**src/rtl/maze_pkg.sv**
```systemverilog
// maze_pkg: shared constants, FSM state type and the rectangle test used by
// the maze overlay and its collision scanner.
//   SCREEN_W x SCREEN_H  OLED raster size (96 x 64)
//   SPRITE_SZ            player square edge length (9)
//   START_X / START_Y    player position after reset (3, 40)
//   COL_*                RGB565 colours with special meaning in the maze
//   state_t              move FSM states
package maze_pkg;

    localparam int SCREEN_W  = 96;
    localparam int SCREEN_H  = 64;
    localparam int SPRITE_SZ = 9;
    localparam int START_X   = 3;
    localparam int START_Y   = 40;

    localparam logic [15:0] COL_PLAYER = 16'h001F;
    localparam logic [15:0] COL_WALL   = 16'hFFFF;
    localparam logic [15:0] COL_BLACK  = 16'h0000;

    // Last in-frame scan index; anything above it is a wrapped/blank index.
    localparam logic [12:0] LAST_IDX = 13'(SCREEN_W * SCREEN_H - 1);

    // Largest top-left corner that keeps the whole sprite on screen.
    localparam logic [6:0] MAX_X = 7'(SCREEN_W - SPRITE_SZ);
    localparam logic [5:0] MAX_Y = 6'(SCREEN_H - SPRITE_SZ);

    typedef enum logic [1:0] {
        IDLE   = 2'd0,
        ARM    = 2'd1,
        SCAN   = 2'd2,
        COMMIT = 2'd3
    } state_t;

    // True when pixel (px, py) lies inside the SPRITE_SZ square at (rx, ry).
    function automatic logic in_rect(input logic [6:0] px, input logic [5:0] py,
                                     input logic [6:0] rx, input logic [5:0] ry);
        logic [7:0] dx;
        logic [6:0] dy;
        dx = {1'b0, px} - {1'b0, rx};
        dy = {1'b0, py} - {1'b0, ry};
        return (px >= rx) && (py >= ry) &&
               (dx < 8'(SPRITE_SZ)) && (dy < 7'(SPRITE_SZ));
    endfunction

endpackage

```
**src/rtl/maze_overlay_if.sv**
```systemverilog
// maze_overlay_if: pixel stream, button pulses and player status of the
// maze overlay.
//   pixel_index  scan index 0..6143 (x = idx % 96, y = idx / 96)
//   maze_data    RGB565 maze pixel, one cycle behind its pixel_index
//   btn_*        single-cycle debounced move pulses
//   pixel_data   composited RGB565 pixel, two cycles behind pixel_index
//   player_x/y   sprite top-left corner
//   move_busy    a move is being checked against a frame
//   win          sticky goal flag
// master = pixel/button source, slave = the overlay.
interface maze_overlay_if;
    logic [12:0] pixel_index;
    logic [15:0] maze_data;
    logic        btn_up;
    logic        btn_down;
    logic        btn_left;
    logic        btn_right;
    logic [15:0] pixel_data;
    logic [6:0]  player_x;
    logic [5:0]  player_y;
    logic        move_busy;
    logic        win;

    modport master (
        output pixel_index, maze_data, btn_up, btn_down, btn_left, btn_right,
        input  pixel_data, player_x, player_y, move_busy, win
    );

    modport slave (
        input  pixel_index, maze_data, btn_up, btn_down, btn_left, btn_right,
        output pixel_data, player_x, player_y, move_busy, win
    );
endinterface

```
**src/rtl/maze_collide_scan.sv**
```systemverilog
// maze_collide_scan: accumulates, over one frame, whether any wall pixel
// falls inside the candidate sprite rectangle.
//   clk, reset        clock, async active-high reset
//   pix_x, pix_y      aligned pixel coordinate
//   pix_vld           aligned index is inside the frame
//   maze_data         maze pixel for that coordinate
//   cand_x, cand_y    candidate top-left corner
//   clear             first pixel of the frame: restart with this pixel only
//   scan_en           keep accumulating
//   collide           a wall was seen inside the candidate
module maze_collide_scan
    import maze_pkg::*;
(
    input  logic        clk,
    input  logic        reset,
    input  logic [6:0]  pix_x,
    input  logic [5:0]  pix_y,
    input  logic        pix_vld,
    input  logic [15:0] maze_data,
    input  logic [6:0]  cand_x,
    input  logic [5:0]  cand_y,
    input  logic        clear,
    input  logic        scan_en,
    output logic        collide
);
    logic hit;

    assign hit = pix_vld && (maze_data == COL_WALL) &&
                 in_rect(pix_x, pix_y, cand_x, cand_y);

    // clear also folds in the current pixel so index 0 is not lost.
    always_ff @(posedge clk or posedge reset) begin
        if (reset)
            collide <= 1'b0;
        else if (clear)
            collide <= hit;
        else if (scan_en)
            collide <= collide | hit;
    end
endmodule

```
**src/rtl/maze_overlay.sv**
```systemverilog
// maze_overlay: draws the 9x9 player sprite over the maze stream and moves
// the player one pixel per button pulse after a full-frame wall check.
//   clk, reset  clock, async active-high reset
//   bus         maze_overlay_if.slave (pixel stream, buttons, status)
// Optional build macro MAZE_OVERLAY_GOAL_EN: sticky win flag when a move
// lands on row 0; without it win is constant 0.
module maze_overlay
    import maze_pkg::*;
(
    input  logic          clk,
    input  logic          reset,
    maze_overlay_if.slave bus
);
    state_t      state, state_nx;
    logic [12:0] idx_p1;
    logic        vld_p1;
    logic [6:0]  pix_x;
    logic [5:0]  pix_y;
    logic [15:0] pix_p2;
    logic [6:0]  player_x, cand_x, step_x;
    logic [5:0]  player_y, cand_y, step_y;
    logic        step_ok, latch, clear, scan_en, commit, collide, in_sprite;

    // Stage p1: index aligned with maze_data
    always_ff @(posedge clk or posedge reset) begin
        if (reset)
            idx_p1 <= '0;
        else
            idx_p1 <= bus.pixel_index;
    end

    // Wrapped indices are outside every rectangle.
    assign vld_p1    = (idx_p1 <= LAST_IDX);
    assign pix_x     = 7'(idx_p1 % 13'(SCREEN_W));
    assign pix_y     = 6'(idx_p1 / 13'(SCREEN_W));
    assign in_sprite = vld_p1 && in_rect(pix_x, pix_y, player_x, player_y);

    // Stage p2: composited output pixel
    always_ff @(posedge clk or posedge reset) begin
        if (reset)
            pix_p2 <= COL_BLACK;
        else if (in_sprite)
            pix_p2 <= COL_PLAYER;
        else if (bus.maze_data == COL_PLAYER)
            pix_p2 <= COL_BLACK;   // hide the player baked into the maze image
        else
            pix_p2 <= bus.maze_data;
    end

    assign bus.pixel_data = pix_p2;

    // One-pixel step, up > down > left > right; step_ok low means off-screen.
    always_comb begin
        step_x  = player_x;
        step_y  = player_y;
        step_ok = 1'b0;
        if (bus.btn_up) begin
            step_y  = player_y - 6'd1;
            step_ok = (player_y != 6'd0);
        end else if (bus.btn_down) begin
            step_y  = player_y + 6'd1;
            step_ok = (player_y < MAX_Y);
        end else if (bus.btn_left) begin
            step_x  = player_x - 7'd1;
            step_ok = (player_x != 7'd0);
        end else if (bus.btn_right) begin
            step_x  = player_x + 7'd1;
            step_ok = (player_x < MAX_X);
        end
    end

    always_ff @(posedge clk or posedge reset) begin
        if (reset)
            state <= IDLE;
        else
            state <= state_nx;
    end

    always_comb begin
        state_nx = state;
        latch    = 1'b0;
        clear    = 1'b0;
        scan_en  = 1'b0;
        commit   = 1'b0;
        case (state)
            IDLE: begin
                if (step_ok) begin
                    latch    = 1'b1;
                    state_nx = ARM;
                end
            end
            ARM: begin
                // Start only on a frame boundary so the scan sees a whole frame.
                if (idx_p1 == 13'd0) begin
                    clear    = 1'b1;
                    state_nx = SCAN;
                end
            end
            SCAN: begin
                scan_en = 1'b1;
                if (idx_p1 == LAST_IDX)
                    state_nx = COMMIT;
            end
            COMMIT: begin
                commit   = 1'b1;
                state_nx = IDLE;
            end
            default: state_nx = IDLE;
        endcase
    end

    assign bus.move_busy = (state != IDLE);

    always_ff @(posedge clk) begin
        if (latch) begin
            cand_x <= step_x;
            cand_y <= step_y;
        end
    end

    always_ff @(posedge clk or posedge reset) begin
        if (reset) begin
            player_x <= 7'(START_X);
            player_y <= 6'(START_Y);
        end else if (commit && !collide) begin
            player_x <= cand_x;
            player_y <= cand_y;
        end
    end

    assign bus.player_x = player_x;
    assign bus.player_y = player_y;

    maze_collide_scan u_scan (
        .clk       (clk),
        .reset     (reset),
        .pix_x     (pix_x),
        .pix_y     (pix_y),
        .pix_vld   (vld_p1),
        .maze_data (bus.maze_data),
        .cand_x    (cand_x),
        .cand_y    (cand_y),
        .clear     (clear),
        .scan_en   (scan_en),
        .collide   (collide)
    );

`ifdef MAZE_OVERLAY_GOAL_EN
    logic win_q;

    always_ff @(posedge clk or posedge reset) begin
        if (reset)
            win_q <= 1'b0;
        else if (commit && !collide && (cand_y == 6'd0))
            win_q <= 1'b1;
    end

    assign bus.win = win_q;
`else
    assign bus.win = 1'b0;
`endif
endmodule
```
**src/flat_wrapper.sv**
```systemverilog
// flat-port wrapper written by rule: the top's interface ports become plain ports
module maze_overlay_flat import maze_pkg::*;
  (clk, reset, bus_pixel_index, bus_maze_data, bus_btn_up, bus_btn_down, bus_btn_left, bus_btn_right, bus_pixel_data, bus_player_x, bus_player_y, bus_move_busy, bus_win);
  maze_overlay_if bus_i ();
  input  logic clk;
  input  logic reset;
  input wire logic [$bits(bus_i.pixel_index)-1:0] bus_pixel_index;
  input wire logic [$bits(bus_i.maze_data)-1:0] bus_maze_data;
  input wire logic [$bits(bus_i.btn_up)-1:0] bus_btn_up;
  input wire logic [$bits(bus_i.btn_down)-1:0] bus_btn_down;
  input wire logic [$bits(bus_i.btn_left)-1:0] bus_btn_left;
  input wire logic [$bits(bus_i.btn_right)-1:0] bus_btn_right;
  output wire logic [$bits(bus_i.pixel_data)-1:0] bus_pixel_data;
  output wire logic [$bits(bus_i.player_x)-1:0] bus_player_x;
  output wire logic [$bits(bus_i.player_y)-1:0] bus_player_y;
  output wire logic [$bits(bus_i.move_busy)-1:0] bus_move_busy;
  output wire logic [$bits(bus_i.win)-1:0] bus_win;
  assign bus_i.pixel_index = bus_pixel_index;
  assign bus_i.maze_data = bus_maze_data;
  assign bus_i.btn_up = bus_btn_up;
  assign bus_i.btn_down = bus_btn_down;
  assign bus_i.btn_left = bus_btn_left;
  assign bus_i.btn_right = bus_btn_right;
  assign bus_pixel_data = bus_i.pixel_data;
  assign bus_player_x = bus_i.player_x;
  assign bus_player_y = bus_i.player_y;
  assign bus_move_busy = bus_i.move_busy;
  assign bus_win = bus_i.win;
  maze_overlay u_core (.clk(clk), .reset(reset), .bus(bus_i));
endmodule
```
**config.mk**
```make
export PLATFORM = sky130hd
export DESIGN_NAME = maze_overlay_flat
export DESIGN_NICKNAME = d
export VERILOG_FILES = /design/src/rtl/maze_pkg.sv /design/src/rtl/maze_overlay_if.sv /design/src/rtl/maze_collide_scan.sv /design/src/rtl/maze_overlay.sv /design/src/flat_wrapper.sv
export SDC_FILE = /design/constraint.sdc
export NUM_CORES = 1
export LEC_CHECK = 0
export ABC_AREA = 1
export BUFFER_PORTS_ARGS = -buffer_cell sky130_fd_sc_hd__buf_2
export CAP_MARGIN = 10
export CORE_MARGIN = 2
export CORE_UTILIZATION = 61
export DETAILED_ROUTE_END_ITERATION = 6
export PLACE_DENSITY = 0.86
export SETUP_SLACK_MARGIN = 0.5
export SYNTH_ARGS = -nofsm -noshare
export SYNTH_HDL_FRONTEND = slang
export SYNTH_SLANG_ARGS = --single-unit
```
**constraint.sdc**
```tcl
create_clock -name clk -period 6 [get_ports clk]
set_clock_uncertainty 0.1 [all_clocks]
set_input_delay 0.3 -clock clk [delete_from_list [all_inputs] [get_ports clk]]
set_output_delay 0.3 -clock clk [all_outputs]
set_load 0.1 [all_outputs]
```
# Word-level counts from Yosys, hierarchy flattened
# Index checks and enable logic that the tools add are counted.
[op_classes]
addsub = 8
n_div = 2
n_lt_le_gt_ge = 11
n_eq_ne = 9
muxes = 24
n_bitwise = 1
reduce_logical = 18
[op_table]
columns = ["cell", "count"]
rows = [
  ["$mux 16", 2],
  ["$mux 7", 4],
  ["$eq 16x16->1 const B", 1],
  ["$eq 16x5->1 const B", 1],
  ["$lt 8x4->1 const B", 2],
  ["$sub 7x7->8", 2],
  ["$ge 7x7->1", 2],
  ["$lt 7x4->1 const B", 2],
  ["$sub 6x6->7", 2],
  ["$div 13x7->13 const B", 1],
  ["$eq 13x13->1 const B", 1],
  ["$le 13x13->1 const B", 1],
  ["$logic_not 13->1", 1],
  ["$mod 13x7->13 const B", 1],
  ["$ge 6x6->1", 2],
  ["$mux 1", 12],
  ["$mux 6", 2],
  ["$logic_and 1x1->1", 10],
  ["$pmux 2 s4", 1],
  ["$add 7x1->7 const B", 1],
  ["$lt 7x7->1 const B", 1],
  ["$reduce_bool 7->1", 1],
  ["$sub 7x1->7 const B", 1],
  ["$add 6x1->6 const B", 1],
  ["other kinds (12)", 18],
]
[totals]
regBits = 58
inputBits = 35
output_inout_bits = 31
word_cells = 81

# Longest topological paths before layout
[depth]
word_depth = 9
ltp_mapped = 29
ltp_nobuf = 29

# Hierarchy
# Synthesis repeated with hierarchy kept, for this count alone.
[hier_totals]
cells_unflattened = 520
hier_area_um2 = 4016.4
[by_module_without_submodules]
columns = ["module", "n_inst", "cells_per_inst", "area_each_um2"]
rows = [
  ["maze_overlay", 1, 368, 3220.6],
  ["maze_collide_scan", 1, 152, 795.8],
]

# Worst setup path after synthesis
# OpenSTA, ideal clock, no wires.
[synth_path]
path_type = "register -> register"
start = "register u_core.idx_p1[12]"
end = "register u_core.pix_p2[10], in the netlist u_core.bus.pixel_data[10]"
setup_time_ps = 120
arrival_ps = 3391
path_slack_ps = 2388
path_stages_with_launch = 29
period_less_slack_ps = 3612
path_cell_list = "dfrtp_1 -> inv_1 -> nand3_2 -> nand2_2 -> nand2_2 -> nand2_2 -> o21ai_2 -> nand2_2 -> inv_2 -> o21bai_4 -> nand3_2 -> nand2_1 -> nand2_1 -> nand3_2 -> nand3_2 -> nand3_1 -> nand2_1 -> inv_1 -> ha_1 -> inv_1 -> fa_1 -> a21oi_1 -> o21ai_0 -> xor2_1 -> nor4_1 -> nand3_1 -> nor2_1 -> buf_2 -> nor2_1"
[synth_between]
elab_chain_len = 7
word_cells_on_any_way = 14
classes_between = "add/sub: 2; div: 2; order compare: 5; mux: 1; reduce/logical: 4"
[synth_rtl]
columns = ["item", "line_no", "rtl"]
rows = [
  ["from (decl)", "maze_overlay.sv:15", "logic [12:0] idx_p1;"],
  ["from (signal assigned)", "maze_overlay.sv:29", "idx_p1 <= bus.pixel_index;"],
  ["$mod 13x7->13 or $div 13x7->13 (tied branches)", "maze_overlay.sv:34, maze_overlay.sv:35", ""],
  ["$sub 7x7->8, or another cell as far along", "maze_pkg.sv:39", "dx = {1'b0, px} - {1'b0, rx};"],
  ["$lt 8x4->1 or $logic_and 1x1->1 (tied branches)", "maze_pkg.sv:42, maze_pkg.sv:41", ""],
  ["$logic_and 1x1->1", "maze_pkg.sv:41", "return (px >= rx) && (py >= ry) &&"],
  ["$logic_and 1x1->1", "maze_pkg.sv:42", "(dx < 8'(SPRITE_SZ)) && (dy < 7'(SPRITE_SZ));"],
  ["$logic_and 1x1->1 (*)", "maze_overlay.sv:36", "assign in_sprite = vld_p1 && in_rect(pix_x, pix_y, player_x, player_y);"],
  ["$mux 16 (*)", "maze_overlay.sv:42", "else if (in_sprite)"],
  ["to (signal assigned)", "maze_overlay.sv:47", "pix_p2 <= bus.maze_data;"],
  ["to (decl)", "maze_overlay.sv:19", "logic [15:0] pix_p2;"],
]
# Mark *: on every way between the ends. The rest lies on a longest branch, timed or not.
# A chain may end at the register's enable or synchronous reset.

# Worst setup path after layout
[layout_path]
start = "register u_core.idx_p1[12]"
end = "register u_core.pix_p2[2], in the netlist u_core.bus.pixel_data[2]"
# The elaborated chain is that of the path after synthesis.

==> impl_metrics.tcl <==
set metrics [dict create \
    hold_path.class "in -> async" \
    yosysSeqAreaShare_pct 39.8 \
    antenna_found_initial 0 \
    dieWidth_um 83.1 \
    routedWlPerCell_um 14.8 \
    cp_max_fo 12 \
    rsz0062_at_grt "no" \
    via_count 3443 \
    p_leak_nw 2.37 \
    synth_nets 537 \
    yosys_most_used_dff "dfrtp_1" \
    grt_usage_pct 27.4 \
    report.final.slew_viol_count 0 \
    synth_edf_count 13 \
    clk_latency_ps 350 \
    die_h_um 83.1 \
    design.die.area_sq_um 6910 \
    status "finished clean" \
    vias_per_cell 5.52 \
    async_reset_ff_share_pct 77.6 \
    critical_path_class "reg -> reg" \
    clock_sinks 58 \
    place.gp.congestion 0.917 \
    critical_path_cell_count 28 \
    timing.rr.start "u_core.idx_p1[12]$_DFF_PP0_" \
    tightest_slew_ps 1200 \
    post_cts_buffers 0 \
    syn_to_final_growth_pct 19.0 \
    r2r_cells 28 \
    grt_max_degree 46 \
    dpl.hpwl_um 6750 \
    reg2reg_to "u_core.bus.pixel_data[2]$_DFF_PP0_" \
    syn_area_per_cell_sq_um 8.24 \
    drv_cap 0 \
    first_iter_violations 262 \
    htree_levels 3 \
    core_sq_um 5990 \
    initial_core_util_pct 63.8 \
    drt_first_pass_iters 7 \
    setup_violations 0 \
    cp_top_family "simple AND/OR/NAND/NOR gates" \
    critPathBufInv 5 \
    max_freq_mhz 223 \
    startpoint_type "flop" \
    grt_pass1_wl_um 15100 \
    holdWs_ps 51.5 \
    path_clk_slew_ps 80 \
    numCtsBuffers 9 \
    ir_drop_mv 0.235 \
    rrSetupSlack_ps 1510 \
    tns_ps 0 \
    portBuffers 64 \
    nFillCells 401 \
    syn_area_sq_um 3820 \
    synth_common_cells "inv_1, nand2_1, nor2_1, dfrtp_1, ha_1" \
    synthCells 464 \
    timing.slew.headroom_pct 19.8 \
    required_ps 6180 \
    synth.area.top_cells "dfrtp_1, ha_1, edfxtp_1, inv_1, nand2_1" \
    powerDensity_nw_per_um2 273 \
    cts_max_path_buffers 2 \
    wl_um 9230 \
    drive_gt1_share_pct 20.6 \
    ios 66 \
    cts-root-buf "clkbuf_8" \
    ys_ff_latch 58 \
    antenna_cells 0 \
    grt_pass1_vias 3357 \
    grt_overflow 0 \
    synth_cell_types 44 \
    row_count 28 \
    crit_path_max_incr_delay_ps 600 \
    final_hold_viol_count 0 \
    cts_tree "built" \
    synth_largest_area_cell "dfrtp_1" \
    period_minus_slack_ps 4490 \
    final_nets 617 \
    drcViolationCount 0 \
    post-route-period-util_pct 74.9 \
    cp-end-kind "flop" \
    synth.most_common_cell "inv_1" \
    ant_nets 0 \
    yosys.area.top_type_share_pct 26.9 \
    yosysWarnings 0 \
    slowest_stage "nor2_1" \
    arrival_ps 4670 \
]
## stage by stage
step	total power (W)	area [sq um]	util (%)	setup WS, ps	cells
2_1_floorplan	0.000757	3820	-	2390	464
4_1_cts	0.00124	4550	75.9	1540	624
3_3_place_gp	0.000831	4200	70.1	1740	595
5_1_grt	0.00130	4550	75.9	1050	624
3_5_place_dp	0.000848	4200	70.1	1580	595
6_report	0.00124	4550	75.9	1510	624
## worst max path at each step
stage / start / end / slack, ps
floorplan: u_core.idx_p1[12]$_DFF_PP0_ / u_core.bus.pixel_data[10]$_DFF_PP0_ / 2390
global placement: u_core.idx_p1[12]$_DFF_PP0_ / u_core.bus.pixel_data[1]$_DFF_PP0_ / 1740
detailed placement: u_core.idx_p1[12]$_DFF_PP0_ / u_core.bus.pixel_data[3]$_DFF_PP0_ / 1580
CTS: u_core.idx_p1[12]$_DFF_PP0_ / u_core.bus.pixel_data[3]$_DFF_PP0_ / 1540
global route: u_core.idx_p1[12]$_DFF_PP0_ / u_core.bus.pixel_data[2]$_DFF_PP0_ / 1050
finish: u_core.idx_p1[12]$_DFF_PP0_ / u_core.bus.pixel_data[2]$_DFF_PP0_ / 1510
## registers in the layout, indices dropped and copies added, names as in the netlist
signal                 flops
u_core.state               2
u_core.cand_x              7
u_core.bus.pixel_data     16
u_core.bus.player_y        6
u_core.u_scan.collide      1
u_core.cand_y              6
u_core.bus.player_x        7
u_core.idx_p1             13
## worst register-to-register path, delay by kind of cell, from the launching register on
family,cells,cell delay [ps]
buffers and inverters,5,510
adders and majority gates,2,560
DFF,1,420
AOI/OAI and AO/OA,4,480
xor gates and xnor gates,1,170
and+or+nand+nor,16,2190
## layout by cell type, fill, tap and decap left out, types with 2 or more instances in the layout
cell type / synthesis / routed
clkbuf_8: 0 / 10
dfstp_2: 4 / 4
nand4_1: 13 / 13
o21ai_0: 29 / 29
dlygate4sd3_1: 0 / 13
dfrtp_1: 41 / 41
xor2_1: 20 / 20
or2_2: 3 / 3
nand3_2: 5 / 5
nor4_1: 5 / 5
o21ai_2: 3 / 3
o41ai_1: 2 / 2
nand2_2: 9 / 9
o21bai_1: 2 / 2
o21ai_1: 2 / 2
a21oi_2: 2 / 2
a21oi_1: 23 / 23
o22ai_1: 2 / 2
buf_2: 1 / 64
clkinvlp_4: 0 / 2
inv_2: 4 / 5
fa_1: 2 / 2
edfxtp_1: 13 / 13
inv_1: 81 / 80
nand3_1: 16 / 16
nand2_1: 77 / 77
o31ai_1: 4 / 4
clkbuf_16: 0 / 2
ha_1: 36 / 36
nor2_1: 42 / 42
## report_power, final
part | switching (W) | internal [W]
registers | 0.0000198 | 0.000437
logic | 0.000279 | 0.000123
clock network | 0.000169 | 0.000212
## cell type report
| class | instances | area [sq um] | area share, % |
|---|---|---|---|
| multi-input cells | 312 | 1940 | 42.7 |
| inverters | 86 | 323 | 7.10 |
| flip-flops and latches | 58 | 1520 | 33.5 |
| repair buffers | 77 | 450 | 9.91 |
| clock inverters | 4 | 28.8 | 0.633 |
| well taps | 75 | 93.8 | 2.06 |
| clock buffers | 12 | 188 | 4.13 |
## logic make-up (layout without fill, tap and decap cells)
family          after synthesis  in the layout  share of synthesized area, %
compound gates               78             78                          12.3
buf+inv                      94            179                          9.36
xor+xnor                     21             21                          4.81
simple gates                174            174                          20.7
fa+ha+maj                    38             38                          12.8
flops                        58             58                          39.8
other cells                   1              1                        0.0981
## routing by layer
| metal | track usage (%) | vias to the layer above | part of all wire [%] |
|---|---|---|---|
| li1 | - | 1674 | - |
| met1 | 33.0 | 1613 | 41 |
| met2 | 47.7 | 128 | 50 |
| met3 | 6.86 | 28 | 5.6 |
| met4 | 9.69 | 0 | 2.8 |
| met5 | 0 | - | 0 |
## repair_timing
| action | CTS | global route |
|---|---|---|
| hold buffers | 13 | 0 |
| hold endpoints to repair | 13 | 0 |
| gates resized for setup | 0 | 0 |
No activity file was read; power rests on OpenSTA's default activity.
